File: src/rtl/apb_master_n_if.sv
// Core-side request/response and APB3 bus bundle for apb_master_n.
// APB_PSLVERR_EN adds the per-slave PSLVERR lanes to both modports.
interface apb_master_n_if #(
    parameter int unsigned NUM_SLAVES = 6
);
    logic                       transfer;
    logic                       write;
    logic [31:0]                addr;
    logic [31:0]                wdata;
    logic [31:0]                rdata;
    logic                       ready;
    logic                       bus_err;

    logic [31:0]                PADDR;
    logic                       PWRITE;
    logic [31:0]                PWDATA;
    logic                       PENABLE;
    logic [NUM_SLAVES-1:0]      PSEL;
    logic [NUM_SLAVES*32-1:0]   PRDATA;
    logic [NUM_SLAVES-1:0]      PREADY;
`ifdef APB_PSLVERR_EN
    logic [NUM_SLAVES-1:0]      PSLVERR;

    modport master (
        input  transfer, write, addr, wdata, PRDATA, PREADY, PSLVERR,
        output rdata, ready, bus_err, PADDR, PWRITE, PWDATA, PENABLE, PSEL
    );
    modport slave (
        output transfer, write, addr, wdata, PRDATA, PREADY, PSLVERR,
        input  rdata, ready, bus_err, PADDR, PWRITE, PWDATA, PENABLE, PSEL
    );
`else
    modport master (
        input  transfer, write, addr, wdata, PRDATA, PREADY,
        output rdata, ready, bus_err, PADDR, PWRITE, PWDATA, PENABLE, PSEL
    );
    modport slave (
        output transfer, write, addr, wdata, PRDATA, PREADY,
        input  rdata, ready, bus_err, PADDR, PWRITE, PWDATA, PENABLE, PSEL
    );
`endif
endinterface

File: src/rtl/apb_master_n.sv
// APB3 bridge from the core bus to NUM_SLAVES windowed slaves, with decode error and ACCESS timeout.
// Latency: ready 2 cycles after transfer (mapped, zero wait), 1 cycle on decode error, 1+TIMEOUT_CYCLES on timeout.
// Backpressure: slave stalls via PREADY; new requests are taken only in IDLE. Optional macro APB_PSLVERR_EN.
module apb_master_n #(
    parameter int unsigned NUM_SLAVES     = 6,
    parameter logic [31:0] BASE_ADDR      = 32'h1000_0000,
    parameter int unsigned SLOT_LOG2      = 12,
    parameter int unsigned TIMEOUT_CYCLES = 255
) (
    input  logic          PCLK,
    input  logic          PRESET,
    apb_master_n_if.master bus
);
    localparam int unsigned SEL_W = (NUM_SLAVES > 1) ? $clog2(NUM_SLAVES) : 1;

    typedef enum logic [1:0] {IDLE, SETUP, ACCESS, ERR} state_t;

    state_t                state_q, state_d;
    logic [SEL_W-1:0]      sel_q, sel_d;
    logic [15:0]           cnt_q, cnt_d;
    logic [31:0]           paddr_q, paddr_d;
    logic                  pwrite_q, pwrite_d;
    logic [31:0]           pwdata_q, pwdata_d;
    logic [NUM_SLAVES-1:0] psel_q, psel_d;
    logic                  penable_q, penable_d;

    logic [31:0] off;
    logic [31:0] idx;
    logic        mapped;
    logic        lane_rdy;
    logic        lane_err;
    logic [31:0] lane_dat;
    logic        timeout;
    logic        ready;
    logic        bus_err;
    logic [31:0] rdata;

    // Unsigned compare on addr guards against the subtraction wrapping below BASE_ADDR.
    always_comb begin
        off    = bus.addr - BASE_ADDR;
        idx    = off >> SLOT_LOG2;
        mapped = (bus.addr >= BASE_ADDR) && (idx < NUM_SLAVES);
    end

    assign lane_rdy = bus.PREADY[sel_q];
    assign lane_dat = bus.PRDATA[32*sel_q +: 32];
`ifdef APB_PSLVERR_EN
    assign lane_err = bus.PSLVERR[sel_q];
`else
    assign lane_err = 1'b0;
`endif
    assign timeout = (cnt_q == 16'(TIMEOUT_CYCLES - 1));

    always_comb begin
        state_d   = state_q;
        sel_d     = sel_q;
        cnt_d     = cnt_q;
        paddr_d   = paddr_q;
        pwrite_d  = pwrite_q;
        pwdata_d  = pwdata_q;
        psel_d    = psel_q;
        penable_d = penable_q;
        ready     = 1'b0;
        bus_err   = 1'b0;
        rdata     = 32'h0;
        case (state_q)
            IDLE: begin
                if (bus.transfer) begin
                    paddr_d  = bus.addr;
                    pwrite_d = bus.write;
                    pwdata_d = bus.wdata;
                    sel_d    = idx[SEL_W-1:0];
                    if (mapped) begin
                        state_d = SETUP;
                        psel_d  = NUM_SLAVES'(1) << idx[SEL_W-1:0];
                    end else begin
                        state_d = ERR;
                    end
                end
            end
            SETUP: begin
                state_d   = ACCESS;
                penable_d = 1'b1;
                cnt_d     = 16'h0;
            end
            ACCESS: begin
                // A ready slave wins over an expiring timeout in the same cycle.
                if (lane_rdy) begin
                    ready     = 1'b1;
                    bus_err   = lane_err;
                    rdata     = (pwrite_q || lane_err) ? 32'h0 : lane_dat;
                    state_d   = IDLE;
                    psel_d    = '0;
                    penable_d = 1'b0;
                end else if (timeout) begin
                    ready     = 1'b1;
                    bus_err   = 1'b1;
                    state_d   = IDLE;
                    psel_d    = '0;
                    penable_d = 1'b0;
                end else begin
                    cnt_d = cnt_q + 16'h1;
                end
            end
            ERR: begin
                ready   = 1'b1;
                bus_err = 1'b1;
                state_d = IDLE;
            end
            default: state_d = IDLE;
        endcase
    end

    always_ff @(posedge PCLK or negedge PRESET) begin
        if (!PRESET) begin
            state_q   <= IDLE;
            sel_q     <= '0;
            cnt_q     <= 16'h0;
            paddr_q   <= 32'h0;
            pwrite_q  <= 1'b0;
            pwdata_q  <= 32'h0;
            psel_q    <= '0;
            penable_q <= 1'b0;
        end else begin
            state_q   <= state_d;
            sel_q     <= sel_d;
            cnt_q     <= cnt_d;
            paddr_q   <= paddr_d;
            pwrite_q  <= pwrite_d;
            pwdata_q  <= pwdata_d;
            psel_q    <= psel_d;
            penable_q <= penable_d;
        end
    end

    assign bus.ready   = ready;
    assign bus.bus_err = bus_err;
    assign bus.rdata   = rdata;
    assign bus.PADDR   = paddr_q;
    assign bus.PWRITE  = pwrite_q;
    assign bus.PWDATA  = pwdata_q;
    assign bus.PSEL    = psel_q;
    assign bus.PENABLE = penable_q;
endmodule

File: src/flat_wrapper.sv
// flat-port wrapper written by rule: the top's interface ports become plain ports
module apb_master_n_flat 
#(
    parameter int unsigned NUM_SLAVES     = 6,
    parameter logic [31:0] BASE_ADDR      = 32'h1000_0000,
    parameter int unsigned SLOT_LOG2      = 12,
    parameter int unsigned TIMEOUT_CYCLES = 255
)
  (PCLK, PRESET, bus_transfer, bus_write, bus_addr, bus_wdata, bus_PRDATA, bus_PREADY, bus_rdata, bus_ready, bus_bus_err, bus_PADDR, bus_PWRITE, bus_PWDATA, bus_PENABLE, bus_PSEL);
  apb_master_n_if #(.NUM_SLAVES(NUM_SLAVES)) bus_i ();
  input  logic PCLK;
  input  logic PRESET;
  input wire logic [$bits(bus_i.transfer)-1:0] bus_transfer;
  input wire logic [$bits(bus_i.write)-1:0] bus_write;
  input wire logic [$bits(bus_i.addr)-1:0] bus_addr;
  input wire logic [$bits(bus_i.wdata)-1:0] bus_wdata;
  input wire logic [$bits(bus_i.PRDATA)-1:0] bus_PRDATA;
  input wire logic [$bits(bus_i.PREADY)-1:0] bus_PREADY;
  output wire logic [$bits(bus_i.rdata)-1:0] bus_rdata;
  output wire logic [$bits(bus_i.ready)-1:0] bus_ready;
  output wire logic [$bits(bus_i.bus_err)-1:0] bus_bus_err;
  output wire logic [$bits(bus_i.PADDR)-1:0] bus_PADDR;
  output wire logic [$bits(bus_i.PWRITE)-1:0] bus_PWRITE;
  output wire logic [$bits(bus_i.PWDATA)-1:0] bus_PWDATA;
  output wire logic [$bits(bus_i.PENABLE)-1:0] bus_PENABLE;
  output wire logic [$bits(bus_i.PSEL)-1:0] bus_PSEL;
  assign bus_i.transfer = bus_transfer;
  assign bus_i.write = bus_write;
  assign bus_i.addr = bus_addr;
  assign bus_i.wdata = bus_wdata;
  assign bus_i.PRDATA = bus_PRDATA;
  assign bus_i.PREADY = bus_PREADY;
  assign bus_rdata = bus_i.rdata;
  assign bus_ready = bus_i.ready;
  assign bus_bus_err = bus_i.bus_err;
  assign bus_PADDR = bus_i.PADDR;
  assign bus_PWRITE = bus_i.PWRITE;
  assign bus_PWDATA = bus_i.PWDATA;
  assign bus_PENABLE = bus_i.PENABLE;
  assign bus_PSEL = bus_i.PSEL;
  apb_master_n #(.NUM_SLAVES(NUM_SLAVES), .BASE_ADDR(BASE_ADDR), .SLOT_LOG2(SLOT_LOG2), .TIMEOUT_CYCLES(TIMEOUT_CYCLES)) u_core (.PCLK(PCLK), .PRESET(PRESET), .bus(bus_i));
endmodule
File: config.mk
export PLATFORM = sky130hd
export DESIGN_NAME = apb_master_n_flat
export DESIGN_NICKNAME = d
export VERILOG_FILES = /design/src/rtl/apb_master_n_if.sv /design/src/rtl/apb_master_n.sv /design/src/flat_wrapper.sv
export SDC_FILE = /design/constraint.sdc
export NUM_CORES = 1
export LEC_CHECK = 0
export CORE_AREA = 8 8 139 141
export CTS_BUF_LIST = sky130_fd_sc_hd__clkbuf_4
export DETAILED_ROUTE_END_ITERATION = 7
export DIE_AREA = 0 0 147 149
export GPL_ROUTABILITY_DRIVEN = 0
export GPL_TIMING_DRIVEN = 1
export PLACE_DENSITY = 0.7
export RECOVER_POWER = 100
export SYNTH_ARGS = -nofsm -noshare
export SYNTH_HDL_FRONTEND = slang
export SYNTH_SLANG_ARGS = --single-unit
File: constraint.sdc
create_clock -name PCLK -period 2.4 [get_ports PCLK]
set_input_delay 0.24 -clock PCLK [delete_from_list [all_inputs] [get_ports PCLK]]
set_output_delay 0.24 -clock PCLK [all_outputs]
set_load 0.02 [all_outputs]
Yosys cells after proc, flatten, opt, wreduce, memory -nomap -nowiden
Index checks and enable logic that the tools add are counted.
Widths: inputs -> output; s select.
{"block": "classes", "n_lt_le_gt_ge": 3, "n_shift": 2, "div": 0, "eq_ne": 9, "n_addsub": 2, "n_mux": 26, "bitwise": 0, "reduce_logical": 9, "n_mul": 0}
{"operator": "$shiftx 192x9->32", "count": 1}
{"operator": "$mux 32", "count": 3}
{"operator": "$ge 32x29->1 const B", "count": 1}
{"operator": "$mux 16", "count": 2}
{"operator": "$pmux 16 s2", "count": 1}
{"operator": "$sub 32x29->32 const B", "count": 1}
{"operator": "$mux 6", "count": 4}
{"operator": "$lt 20x3->1 const B", "count": 1}
{"operator": "$add 16x1->16 const B", "count": 1}
{"operator": "$eq 16x8->1 const B", "count": 1}
{"operator": "$pmux 6 s2", "count": 1}
{"operator": "$mux 2", "count": 4}
{"operator": "$pmux 2 s4", "count": 1}
{"operator": "$mux 1", "count": 6}
{"operator": "$ne 2x2->1 const B", "count": 3}
{"operator": "$pmux 1 s2", "count": 3}
{"operator": "$reduce_and 2->1", "count": 3}
{"operator": "$shl 1x3->6 const A", "count": 1}
{"operator": "$eq 2x2->1 const B", "count": 2}
{"operator": "$lt 3x4->1 const B", "count": 1}
{"operator": "$reduce_and 4->1", "count": 1}
{"operator": "$reduce_bool 2->1", "count": 2}
{"operator": "$bmux 1 s3", "count": 1}
{"operator": "$ne 3x1->1 const B", "count": 1}
{"operator": "other kinds (5)", "count": 5}
{"block": "word_totals", "mem_bits_rw": 0, "regBits": 93, "latch_bits": 0, "rom_bits": 0, "mem_count": 0, "out_inout_bits": 106}

Longest topological paths before layout
{"block": "depth", "word_depth": 6, "ltp_mapped": 9}

Least setup slack after synthesis
OpenSTA, ideal clock, no wires.
{"block": "synth_path", "path_type": "register to output", "startpoint": "register u_core.bus.PADDR[12] (netlist name)", "endpoint": "output bus_rdata[10]", "required_ps": 2160, "stages_incl_launch_ff": 8, "arrival_time_ps": 2220, "setup_slack_ps": -60, "cell_sequence": "dfrtp_1 clkbuf_1 buf_2 clkbuf_1 buf_2 mux2_2 a22oi_1 nor2_1"}
{"item": "to (decl)", "line": "flat_wrapper.sv:19", "text": "output wire logic [$bits(bus_i.rdata)-1:0] bus_rdata;"}

==> reports/results.ini <==
[setup_path]
path_max_fanout = 16
start_kind = flip-flop
path_buf_inv = 3
path_cells = mux2_4, a222oi_1, buf_4, or3_4, buf_16, nor2_1, buf_4
cp_top_family = flip-flops
cp.arrival_ps = 2400
cp_slowest_cell = dfrtp_4
critPathKind = flip-flop to output pin
timing.rr.start = u_core.bus.PADDR[12]$_DFFE_PN0P_
ff2ff_path_depth = 9
r2r_end = u_core.cnt_q[14]$_DFFE_PN0P_
end_kind = output pin
reg2reg_slack_ps = -140
critPathMaxStageDelay_ps = 540
critPathRequiredTime_ps = 2160
crit_top_cell = buf_4

[power]
p_leak_nw = 4.04
powerDensity_nw_per_um2 = 1020
vdd_drop_max_uv = 731

[sta]
tightest_slew_ps = 971
setup_ws_ps = -240
max_freq_mhz = 379
worst_clock_skew_ps = 18.5
slew_violations = 0
rsz0062_at_grt = yes
finalCritPeriodShare = 1.10
setup_viol = 48
slew_headroom = 0.353
tns_ps = -7460
period_minus_slack_ps = 2640
hold_violations = 0

[synth]
synth_edf_count = 0
ys_ff_latch = 90
ys_warn_count = 0
ys_seq_area_frac = 0.411
syn-num-nets = 732
synth_top_flop_cell = dfrtp_1
syn-cell-area_sq_um = 5480
async_flop_share = 1.00
avgSynthCellArea_sq_um = 11.9
syn_inst = 459
synth_cell_types = 42

[layout]
layout_commonest_cell = clkdlybuf4s50_1
stdcell_count = 1079
num-nets-final = 1118
final_cell_mix = clkdlybuf4s50_1 (264), mux2_2 (100), dfrtp_1 (88), dlygate4sd3_1 (73), mux4_2 (32)
syn_to_final_growth_pct = 84.1
final.fill_count = 1445
drive_above_1_share = 0.312

[cts]
clk_pin_slew_ps = 160
cts_tree = done
numClockSinks = 90
cts_buffer_depth = 2
htree_levels = 3
numCtsBuffers = 9
root_buffer = clkbuf_4
clock_latency_ps = 430

[place]
dp_hpwl_mm = 20.6
post-place-cells = 1049
port_buffers = 371

[floorplanning]
die_h_um = 149
core-area_sq_um = 17100
num_rows = 48
fp.dieW_um = 147
io_pins = 372
floorplan.initialDensity = 0.321
die_area_sq_um = 21900

[status]
status = finished with violations
failed_checks = setup timing

[worst_hold_path]
min_to = u_core.bus.PWDATA[27]$_DFFE_PN0P_
min_path_cells = 2
hold_class = input port to flip-flop
hold_path.startpoint = bus_wdata[27]

[route]
routed-wl-met2_mm = 12.9
met3_length_mm = 2.42
drtIter0Drc = 148
drcViolationCount = 0
wl_per_cell_um = 23.5
ant_nets = 0
routed_wl_mm = 25.3
wl_met1_mm = 9.22
routed.top_layer = met4
viasPerCell = 5.19
drt_first_pass_iters = 4
vias = 5599

[global_route]
grtUsageTotal = 0.220
grt_max_degree = 68
grt_pass1_wl_mm = 37.6
grt_remaining_overflow = 0
grt_pass1_vias = 6341
grt_antenna_before_repair = 4

[job]
drv_cap = 0

synth_stat cells (5+ instances only):
library cell | instances | area (sq um)
a21oi_1 | 10 | 50.1
a22oi_1 | 32 | 240
a32o_1 | 6 | 60.1
buf_1 | 6 | 22.5
buf_2 | 10 | 50.1
clkbuf_1 | 21 | 78.8
dfrtp_1 | 90 | 2250
ha_1 | 7 | 87.6
inv_1 | 12 | 45.0
mux2_2 | 100 | 1130
mux4_2 | 32 | 721
nand2_1 | 15 | 56.3
nand3_1 | 7 | 35.0
nand4_1 | 5 | 31.3
nor2_1 | 42 | 158
o21ai_0 | 9 | 45.0
or3_1 | 8 | 50.1
layer usage:
metal  track usage  vias to the layer above
met5             0                        -
met4        0.0729                        0
met3        0.0804                       41
met2         0.392                      282
met1         0.238                     2749
li1              -                     2527
registers in the layout, summed over array words and instances, names as in the netlist:
name	cells
u_core.bus.PWDATA	32
u_core.state_q	2
u_core.bus.PADDR	32
u_core.bus.PWRITE	1
u_core.bus.PENABLE	1
u_core.bus.PSEL	6
u_core.cnt_q	16
worst max path at each step:
| stage | startpoint | to | slack [ps] | depth (start not counted) |
|---|---|---|---|---|
| 4_1_cts | u_core.bus.PADDR[12]$_DFFE_PN0P_ | bus_rdata[31] | -290 | 7 |
| 2_1_floorplan | u_core.bus.PADDR[12]$_DFFE_PN0P_ | bus_rdata[21] | 20 | 8 |
| 6_report | u_core.bus.PADDR[12]$_DFFE_PN0P_ | bus_rdata[31] | -240 | 7 |
| 5_1_grt | u_core.bus.PADDR[12]$_DFFE_PN0P_ | bus_rdata[31] | -380 | 7 |
| 3_3_place_gp | bus_PREADY[5] | bus_rdata[26] | -210 | 8 |
| 3_5_place_dp | bus_PREADY[5] | bus_rdata[14] | -270 | 8 |
layout make-up:
| cell class | instances | area [sq um] | share of cell area |
|---|---|---|---|
| Timing Repair Buffer | 412 | 4070 | 0.404 |
| Sequential cell | 90 | 2260 | 0.224 |
| Multi-Input combinational cell | 320 | 3250 | 0.322 |
| Clock buffer | 9 | 67.6 | 0.00670 |
| Clock inverter | 7 | 100 | 0.00992 |
| Antenna cell | 4 | 10.0 | 0.000992 |
| Tap cell | 225 | 282 | 0.0279 |
| Inverter | 12 | 45.0 | 0.00447 |
per-stage QoR:
stage | utilization | cell area, sq um | hold slack, ps | power [mW] | worst slack [ps]
CTS | 0.586 | 9990 | 279 | 10.5 | -295
detailed placement | 0.566 | 9650 | 250 | 9.19 | -268
floorplan | - | 5480 | -55.6 | 6.14 | 16.8
global placement | 0.566 | 9650 | 239 | 9.05 | -210
global route | 0.591 | 10100 | 374 | 10.9 | -379
finish | 0.591 | 10100 | 410 | 10.3 | -240
where the power goes:
group	internal, mW	switching [mW]
sequential	2.13	0.361
clock	0.432	0.535
combinational	3.46	3.39
total	6.03	4.29
cell families after synthesis:
logic type               count (synthesis)  synth area share
multiplexers                           134             0.341
AND/OR/NAND/NOR                        102            0.0918
XOR/XNOR                                 2           0.00320
AO/OA/AOI/OAI                           75             0.101
buffers and inverters                   49            0.0359
adder cells (fa/ha/maj)                  7            0.0160
flip-flops                              90             0.411
repair_timing:
action                                 CTS  global route
endpoints found under the hold margin   38             0
setup endpoints to repair               34            53
setup buffers                            3             3
cloned                                   2             1
hold buffers                             1             0
gates resized for setup                206            24
pin swaps                               13            18
No activity file was read; power rests on OpenSTA's default activity.
